$ cat src/rtl/case_stream_if.sv
// Byte-stream handshake bundle for the case converter: upstream bytes in,
// converted bytes out, plus line status.
interface case_stream_if;
    logic        in_valid;
    logic        in_ready;
    logic [7:0]  in_char;
    logic [1:0]  mode;
    logic        out_valid;
    logic        out_ready;
    logic [7:0]  out_char;
    logic        out_last;
    logic        busy;
    logic [15:0] conv_count;
    logic        line_done;

    modport slave (
        input  in_valid, in_char, mode, out_ready,
        output in_ready, out_valid, out_char, out_last, busy, conv_count, line_done
    );

    modport master (
        output in_valid, in_char, mode, out_ready,
        input  in_ready, out_valid, out_char, out_last, busy, conv_count, line_done
    );
endinterface

$ cat src/rtl/case_stream_ctrl.sv
// Line-oriented ASCII case converter: 4-deep input FIFO feeding one output
// register, with a per-line mode latch and count of modified bytes.
module case_stream_ctrl (
    input  logic         clk,
    input  logic         rst,
    case_stream_if.slave bus
);
    typedef enum logic [1:0] {IDLE, ACTIVE, DONE} state_t;

    state_t      state_q, state_d;
    logic [7:0]  fifo_q [4];
    logic [7:0]  fifo_d [4];
    logic [1:0]  wr_ptr_q, wr_ptr_d;
    logic [1:0]  rd_ptr_q, rd_ptr_d;
    logic [2:0]  count_q, count_d;
    logic [7:0]  out_char_q, out_char_d;
    logic        out_valid_q, out_valid_d;
    logic        out_last_q, out_last_d;
    logic        line_done_q, line_done_d;
    logic [1:0]  mode_q, mode_d;
    logic [15:0] conv_count_q, conv_count_d;

    logic        fifo_empty, fifo_full, push, load, out_xfer;
    logic        head_term, head_changed;
    logic [7:0]  head, head_conv;
    logic [1:0]  eff_mode;

    function automatic logic [7:0] convert(input logic [7:0] c, input logic [1:0] m);
        logic is_lower;
        logic is_upper;
        is_lower = (c >= 8'h61) && (c <= 8'h7A);
        is_upper = (c >= 8'h41) && (c <= 8'h5A);
        convert  = c;
        if (m[0] && is_lower) begin
            convert = c - 8'h20;
        end else if (m[1] && is_upper) begin
            convert = c + 8'h20;
        end
    endfunction

    // A terminator never shares an edge with the next line's first load, so
    // every line start is seen in IDLE where the mode gets latched.
    always_comb begin
        fifo_empty   = (count_q == 3'd0);
        fifo_full    = (count_q == 3'd4);
        push         = bus.in_valid && !fifo_full && !rst;
        out_xfer     = out_valid_q && bus.out_ready;
        load         = !fifo_empty && (state_q != DONE) &&
                       (!out_valid_q || (out_xfer && !out_last_q));
        head         = fifo_q[rd_ptr_q];
        eff_mode     = (state_q == IDLE) ? bus.mode : mode_q;
        head_conv    = convert(head, eff_mode);
        head_term    = (head == 8'h00) || (head == 8'h0A);
        head_changed = (head_conv != head);

        fifo_d       = fifo_q;
        wr_ptr_d     = wr_ptr_q;
        rd_ptr_d     = rd_ptr_q;
        count_d      = count_q + {2'b00, push} - {2'b00, load};
        out_char_d   = out_char_q;
        out_valid_d  = out_valid_q;
        out_last_d   = out_last_q;
        state_d      = state_q;
        mode_d       = mode_q;
        conv_count_d = conv_count_q;
        line_done_d  = 1'b0;

        if (push) begin
            fifo_d[wr_ptr_q] = bus.in_char;
            wr_ptr_d         = wr_ptr_q + 2'd1;
        end

        if (load) begin
            rd_ptr_d    = rd_ptr_q + 2'd1;
            out_char_d  = head_conv;
            out_valid_d = 1'b1;
            out_last_d  = head_term;
        end else if (out_xfer) begin
            out_valid_d = 1'b0;
            out_last_d  = 1'b0;
        end

        case (state_q)
            IDLE: begin
                if (load) begin
                    state_d      = ACTIVE;
                    mode_d       = bus.mode;
                    conv_count_d = {15'd0, head_changed};
                end
            end
            ACTIVE: begin
                if (out_xfer && out_last_q) begin
                    state_d     = DONE;
                    line_done_d = 1'b1;
                end else if (load && head_changed && (conv_count_q != 16'hFFFF)) begin
                    conv_count_d = conv_count_q + 16'd1;
                end
            end
            default: begin
                state_d = IDLE;
            end
        endcase
    end

    always_ff @(posedge clk) begin
        fifo_q <= fifo_d;
        if (rst) begin
            state_q      <= IDLE;
            wr_ptr_q     <= 2'd0;
            rd_ptr_q     <= 2'd0;
            count_q      <= 3'd0;
            out_char_q   <= 8'h00;
            out_valid_q  <= 1'b0;
            out_last_q   <= 1'b0;
            line_done_q  <= 1'b0;
            mode_q       <= 2'b00;
            conv_count_q <= 16'd0;
        end else begin
            state_q      <= state_d;
            wr_ptr_q     <= wr_ptr_d;
            rd_ptr_q     <= rd_ptr_d;
            count_q      <= count_d;
            out_char_q   <= out_char_d;
            out_valid_q  <= out_valid_d;
            out_last_q   <= out_last_d;
            line_done_q  <= line_done_d;
            mode_q       <= mode_d;
            conv_count_q <= conv_count_d;
        end
    end

    assign bus.in_ready   = !fifo_full && !rst;
    assign bus.out_char   = out_char_q;
    assign bus.out_valid  = out_valid_q;
    assign bus.out_last   = out_last_q;
    assign bus.line_done  = line_done_q;
    assign bus.conv_count = conv_count_q;
    assign bus.busy       = (state_q != IDLE) || !fifo_empty || out_valid_q;
endmodule

$ cat src/flat_wrapper.sv
// flat-port wrapper written by rule: the top's interface ports become plain ports
module case_stream_ctrl_flat 
  (clk, rst, bus_in_valid, bus_in_char, bus_mode, bus_out_ready, bus_in_ready, bus_out_valid, bus_out_char, bus_out_last, bus_busy, bus_conv_count, bus_line_done);
  case_stream_if bus_i ();
  input  logic clk;
  input  logic rst;
  input wire logic [$bits(bus_i.in_valid)-1:0] bus_in_valid;
  input wire logic [$bits(bus_i.in_char)-1:0] bus_in_char;
  input wire logic [$bits(bus_i.mode)-1:0] bus_mode;
  input wire logic [$bits(bus_i.out_ready)-1:0] bus_out_ready;
  output wire logic [$bits(bus_i.in_ready)-1:0] bus_in_ready;
  output wire logic [$bits(bus_i.out_valid)-1:0] bus_out_valid;
  output wire logic [$bits(bus_i.out_char)-1:0] bus_out_char;
  output wire logic [$bits(bus_i.out_last)-1:0] bus_out_last;
  output wire logic [$bits(bus_i.busy)-1:0] bus_busy;
  output wire logic [$bits(bus_i.conv_count)-1:0] bus_conv_count;
  output wire logic [$bits(bus_i.line_done)-1:0] bus_line_done;
  assign bus_i.in_valid = bus_in_valid;
  assign bus_i.in_char = bus_in_char;
  assign bus_i.mode = bus_mode;
  assign bus_i.out_ready = bus_out_ready;
  assign bus_in_ready = bus_i.in_ready;
  assign bus_out_valid = bus_i.out_valid;
  assign bus_out_char = bus_i.out_char;
  assign bus_out_last = bus_i.out_last;
  assign bus_busy = bus_i.busy;
  assign bus_conv_count = bus_i.conv_count;
  assign bus_line_done = bus_i.line_done;
  case_stream_ctrl u_core (.clk(clk), .rst(rst), .bus(bus_i));
endmodule
$ cat config.mk
export PLATFORM = sky130hd
export DESIGN_NAME = case_stream_ctrl_flat
export DESIGN_NICKNAME = d
export VERILOG_FILES = /design/src/rtl/case_stream_if.sv /design/src/rtl/case_stream_ctrl.sv /design/src/flat_wrapper.sv
export SDC_FILE = /design/constraint.sdc
export NUM_CORES = 1
export LEC_CHECK = 0
export BUFFER_PORTS_ARGS = -buffer_cell sky130_fd_sc_hd__buf_2
export CAP_MARGIN = 20
export CORE_MARGIN = 4
export CORE_UTILIZATION = 45
export DETAILED_ROUTE_END_ITERATION = 8
export PLACE_DENSITY = 0.61
export SYNTH_ARGS = -nofsm -noshare
export SYNTH_HDL_FRONTEND = slang
export SYNTH_SLANG_ARGS = --single-unit
export TNS_END_PERCENT = 5
$ cat constraint.sdc
create_clock -name clk -period 3.4 [get_ports clk]
set_clock_uncertainty 0.05 [all_clocks]
set_input_delay 0.17 -clock clk [delete_from_list [all_inputs] [get_ports clk]]
set_output_delay 0.17 -clock clk [all_outputs]
set_load 0.005 [all_outputs]
; ---- Yosys cells after proc, flatten, opt, wreduce, memory -nomap -nowiden
; Index checks and enable logic that the tools add are counted.
[totals]
reg_bits = 70
inputBits = 14
output_inout_bits = 29
wordCells = 95
[op_classes]
n_addsub = 7
magnitude_cmp = 7
eq_ne = 10
n_mux = 20
bitwise_logic = 3
reduce_logical = 34
[op_table]
columns = cell, count
row1 = $mux W16, 3
row2 = $mux W8, 5
row3 = $bwmux W32, 1
row4 = $pmux W16 S2, 1
row5 = $add A16 B1 Y16 const B, 1
row6 = $bmux W8 S2, 1
row7 = $demux W8 S2, 1
row8 = $ge A8 B7 Y1 const B, 2
row9 = $le A8 B7 Y1 const B, 2
row10 = $ne A16 B16 Y1 const B, 1
row11 = $logic_and A1 B1 Y1, 15
row12 = $add A8 B6 Y8 const B, 1
row13 = $eq A8 B4 Y1 const B, 1
row14 = $logic_not A8 Y1, 1
row15 = $ne A8 B8 Y1, 1
row16 = $sub A8 B6 Y8 const B, 1
row17 = $ge A3 B3 Y1 const B, 2
row18 = $mux W2, 3
row19 = $ne A2 B1 Y1 const B, 3
row20 = $not A2 Y3, 2
row21 = $reduce_bool A2 Y1, 3
row22 = $logic_not A1 Y1, 5
row23 = $add A2 B1 Y2 const B, 2
row24 = $logic_or A1 B1 Y1, 4
row25 = other kinds (14), 19

; ---- Logic depth before layout (Yosys ltp)
[depth]
word_depth = 15
mapped_depth = 12
mapped_depth_nobuf = 11

; ---- Worst setup path before layout
; OpenSTA, ideal clock, no wires.
[synth_path]
kind = reg2reg
startpoint = reg u_core.rd_ptr_q[0]
endpoint = reg u_core.conv_count_q[5] (netlist: u_core.bus.conv_count[5])
setup_time_ns = 0.074
t_arrival_ns = 2.954
required_time_ns = 3.276
slack_ns = 0.322
path_stages_with_launch = 12
path_buffers = 1
synth_period_minus_slack_ns = 3.078
cell_sequence = dfxtp_1 -> buf_6 -> mux4_1 -> inv_1 -> ha_1 -> inv_1 -> o21a_1 -> o211ai_1 -> a32oi_4 -> or2_1 -> or4_1 -> a31oi_1
[synth_between]
elab_chain_len = 14
elab_cells_between_ends = 21
classes_between = add/sub (2) / order compare (4) / eq/ne (2) / mux (5) / bitwise (1) / reduce/logical (7)
[synth_lines]
columns = element, line
row1 = start: declaration, case_stream_ctrl.sv:14  ; logic [1:0] rd_ptr_q, rd_ptr_d;
row2 = start signal: assignment, case_stream_ctrl.sv:121  ; rd_ptr_q <= rd_ptr_d;
row3 = $not A2 Y3 (implied by the code) *, case_stream_ctrl.sv:50  ; head = fifo_q[rd_ptr_q];
row4 = $bmux W8 S2 *, case_stream_ctrl.sv:50
row5 = $mux W8 (implied by the code) * (2 in series), case_stream_ctrl.sv:50
row6 = $ge A8 B7 Y1 or $le A8 B7 Y1 (tied branches), case_stream_ctrl.sv:32  ; is_upper = (c >= 8'h41) && (c <= 8'h5A);
row7 = $logic_and A1 B1 Y1, case_stream_ctrl.sv:32
row8 = $logic_and A1 B1 Y1, case_stream_ctrl.sv:36  ; end else if (m[1] && is_upper) begin
row9 = $mux W8, case_stream_ctrl.sv:36
row10 = $mux W8, case_stream_ctrl.sv:34  ; if (m[0] && is_lower) begin
row11 = $ne A8 B8 Y1 *, case_stream_ctrl.sv:54  ; head_changed = (head_conv != head);
row12 = $logic_and A1 B1 Y1 * (2 in series), case_stream_ctrl.sv:95  ; end else if (load && head_changed && (conv_count_q != 16'hFFFF)) begin
row13 = $ne A2 B1 Y1 (no source line) *, -
row14 = $reduce_and A4 Y1 (no source line) *, -
row15 = end signal: assignment, case_stream_ctrl.sv:128  ; conv_count_q <= conv_count_d;
row16 = end: declaration, case_stream_ctrl.sv:21  ; logic [15:0] conv_count_q, conv_count_d;
; Mark *: on every way between the ends. The rest lies on a longest branch, timed or not. The select of a mux whose other input is x is not followed.
; A chain may end at the register's enable or synchronous reset.

; ---- Final worst setup path
; Ends and elaborated chain as after synthesis.

==> results.txt <==
Outcome: finished, final reports clean
Placed Area: 3550 um^2
Crit path DAT: 3.33 ns
Root Driver: clkbuf_8
Final core occ: 55.6%
Post-route cell area: 3820 um^2
Post-synth top cells: dfxtp_1, nand2_1, edfxtp_1, nor2_1, a21oi_1
Worst slew margin: 59.7%
Die H: 92.6 um
ANT cells: 0
Synthesized instance count: 294
EDFF count, synth: 32
Final Setup Violations: 0
Final ANT Viol Nets: 0
Peak Freq: 322 MHz
Post-Route WL: 6.52 mm
Crit. End Element: flip-flop
Vias/cell: 5.14
Die area: 8570 um^2
# rows: 30
Final hold viol count: 0
Max Slew Vio Count: 0
Synthesized area per cell: 10.9 um^2
Grt total ovfl: 0
Crit-path most repeated cell: inv_1
Cell Chain, Critical Path: mux4_1 -> inv_1 -> ha_1 -> inv_1 -> o21a_1 -> o211ai_1 -> a32oi_4 -> or2_1 -> or4_1 -> a31oi_1
Largest net degree at the start of global routing: 32
Top-area cell type share of the netlist area: 29.9%
DRC: 0
Syn Std Cell Area: 3220 um^2
Setup tns final: 0 ns
Fin worst setup slack: 0.291 ns
Routed wire per std cell: 14.4 um
Final Non-Filler Cells: 452
Cell taking the most area after synthesis: edfxtp_1
Clock Tree Buf Depth: 2
Critical path launch point type: flip-flop
Hold Worst Slack: 0.0212 ns
Power density over the cells: 692 nW/um^2
Post-synth ARST share: 0%
Critical Path Max Stage Delay: 0.57 ns
Slowest cell on crit path: mux4_1
Top_reg_cell synth: dfxtp_1
DP Wirelength: 4.64 mm
CTS Hold Bufs: 8
Die X-Extent: 92.6 um
Post-synth cell types: 46
Clock transition at path regs: 0.08 ns
Initial antenna violation count: 0
PnR Total Power: 2.64 mW
Pre-antenna DRT Iters: 5
CTS tree: built
GRT Overall Usage: 16.6%
Worst-skew pair later-pin latency: 0.34 ns
Minimum clock period: 3.11 ns
Max FO, Critical Path: 9
Setup bufs post-CTS: 0
Worst path required time: 3.62 ns
First-pass GRT wire length: 11.0 mm
# IOs: 43
Flip-flop and latch count after synthesis: 70
Crit Path Class: reg2reg
Syn nets: 319
Worst hold path type: in2reg
Post_cts resized: 0
Vias: 2324
Pre-CTS setup slack: 0.308 ns
DR iter-0 viols: 118
Final Cycle Share: 91.4%
Seq/Total Area, Yosys: 53.5%
RD Place Congestion: 0.871
Buffers & Inverters on Critical Path: 2
Fin nets: 376
Port bufs: 42
Htree depth: 3
P_leak: 1.45 nW
Setup repair after global routing missed its margin: no
Layout cell share with drive strength beyond 1: 20.2%
Area growth syn-to-layout: 18.6%
Synth warn: 0
Synth area leaders: edfxtp_1, dfxtp_1, mux4_1
Worst-margin pin slew: 0.605 ns
Initial core utilization: 46.8%
Largest delay contributor family on the critical path: compound AO/OA/AOI/OAI gates
Vias in the first global route: 2279
Num CTS Buffers: 9
Clock Sinks: 70
Core ar.: 6870 um^2
Placed Cells: 428
Number of fillers in the final layout: 622
Peak VDD IR: 375 uV
Most frequent cell after synthesis: dfxtp_1
Max Cap Viol: 0
## path summary, 6_finish.rpt
| path | start | end | slack, ns | cells past startpoint |
|---|---|---|---|---|
| min | bus_mode[1] | u_core.mode_q[1]$_SDFFE_PP0P_ | 0.02 | 3 |
| max | u_core.rd_ptr_q[0]$_SDFFE_PP0P_ | u_core.bus.conv_count[5]$_SDFFE_PP0P_ | 0.29 | 10 |
| max reg2reg | u_core.rd_ptr_q[0]$_SDFFE_PP0P_ | u_core.bus.conv_count[5]$_SDFFE_PP0P_ | 0.29 | 10 |
| min reg2reg | u_core.mode_q[1]$_SDFFE_PP0P_ | u_core.mode_q[1]$_SDFFE_PP0P_ | 0.40 | 2 |
## tightest hold or removal path: cells and delay by family
family / cells / cell delay [ns]
buffers and inverters: 1 / 0.10
and+or+nand+nor: 1 / 0.05
AOI/OAI and AO/OA: 1 / 0.05
## placed cells by master, fill, tap and decap left out, drive strengths merged, types with 3 or more instances in the layout
cell / Yosys / routed
or3: 3 / 3
and2: 3 / 3
mux4: 8 / 8
nor2b: 3 / 3
clkinv: 0 / 3
xnor2: 10 / 10
o31ai: 3 / 3
a211oi: 3 / 3
clkbuf: 6 / 9
edfxtp: 32 / 32
nand2b: 5 / 5
a21oi: 19 / 19
dlygate4sd3: 0 / 8
and3: 6 / 6
a21o: 3 / 3
nand3: 11 / 11
nor2: 26 / 26
nor3: 10 / 10
nand3b: 3 / 3
nor4: 4 / 4
dfxtp: 38 / 38
buf: 6 / 50
inv: 14 / 14
ha: 10 / 10
o211ai: 5 / 5
clkinvlp: 0 / 3
nand2: 34 / 34
nand4: 4 / 4
o21ai: 7 / 7
## power breakdown
part,switching (mW),total (mW),internal (mW)
Sequential,0.0611,1.05,0.988
Combinational,0.548,0.938,0.390
Clock,0.321,0.653,0.332
## routing by layer
layer	global-route usage [%]	vias up	wire length (um)
li1	-	1172	-
met4	5.94	0	101
met1	21.6	1099	3040
met3	4.63	11	294
met2	26.4	42	3080
met5	0	-	0
## flip-flops by register name (all words and copies together), names as in the netlist
name and cells:
u_core.count_q 3, u_core.mode_q 2, u_core.bus.line_done 1, u_core.wr_ptr_q 2, u_core.bus.conv_count 16, u_core.bus.out_char 8, u_core.rd_ptr_q 2, u_core.bus.out_valid 1
u_core.fifo_q 32, u_core.state_q 2, u_core.bus.out_last 1
## logic make-up (layout without fill, tap and decap cells)
group / after synthesis / in the layout / synth area share (%)
xor+xnor: 12 / 12 / 3.27
compound gates: 49 / 49 / 10.8
simple gates: 117 / 117 / 17.8
mux: 9 / 9 / 6.49
fa+ha+maj: 11 / 11 / 4.51
flops: 70 / 70 / 53.5
buf+inv: 26 / 88 / 3.54
## layout make-up
| cell class | instances | area, um^2 | share of cell area, % |
|---|---|---|---|
| Clock buffer | 9 | 124 | 3.25 |
| Multi-Input combinational cell | 198 | 1380 | 36.2 |
| Clock inverter | 7 | 65.1 | 1.70 |
| Inverter | 14 | 52.6 | 1.38 |
| Sequential cell | 70 | 1720 | 45.1 |
| Timing Repair Buffer | 58 | 350 | 9.18 |
| Tap cell | 96 | 120 | 3.15 |
No activity file was read; power rests on OpenSTA's default activity.
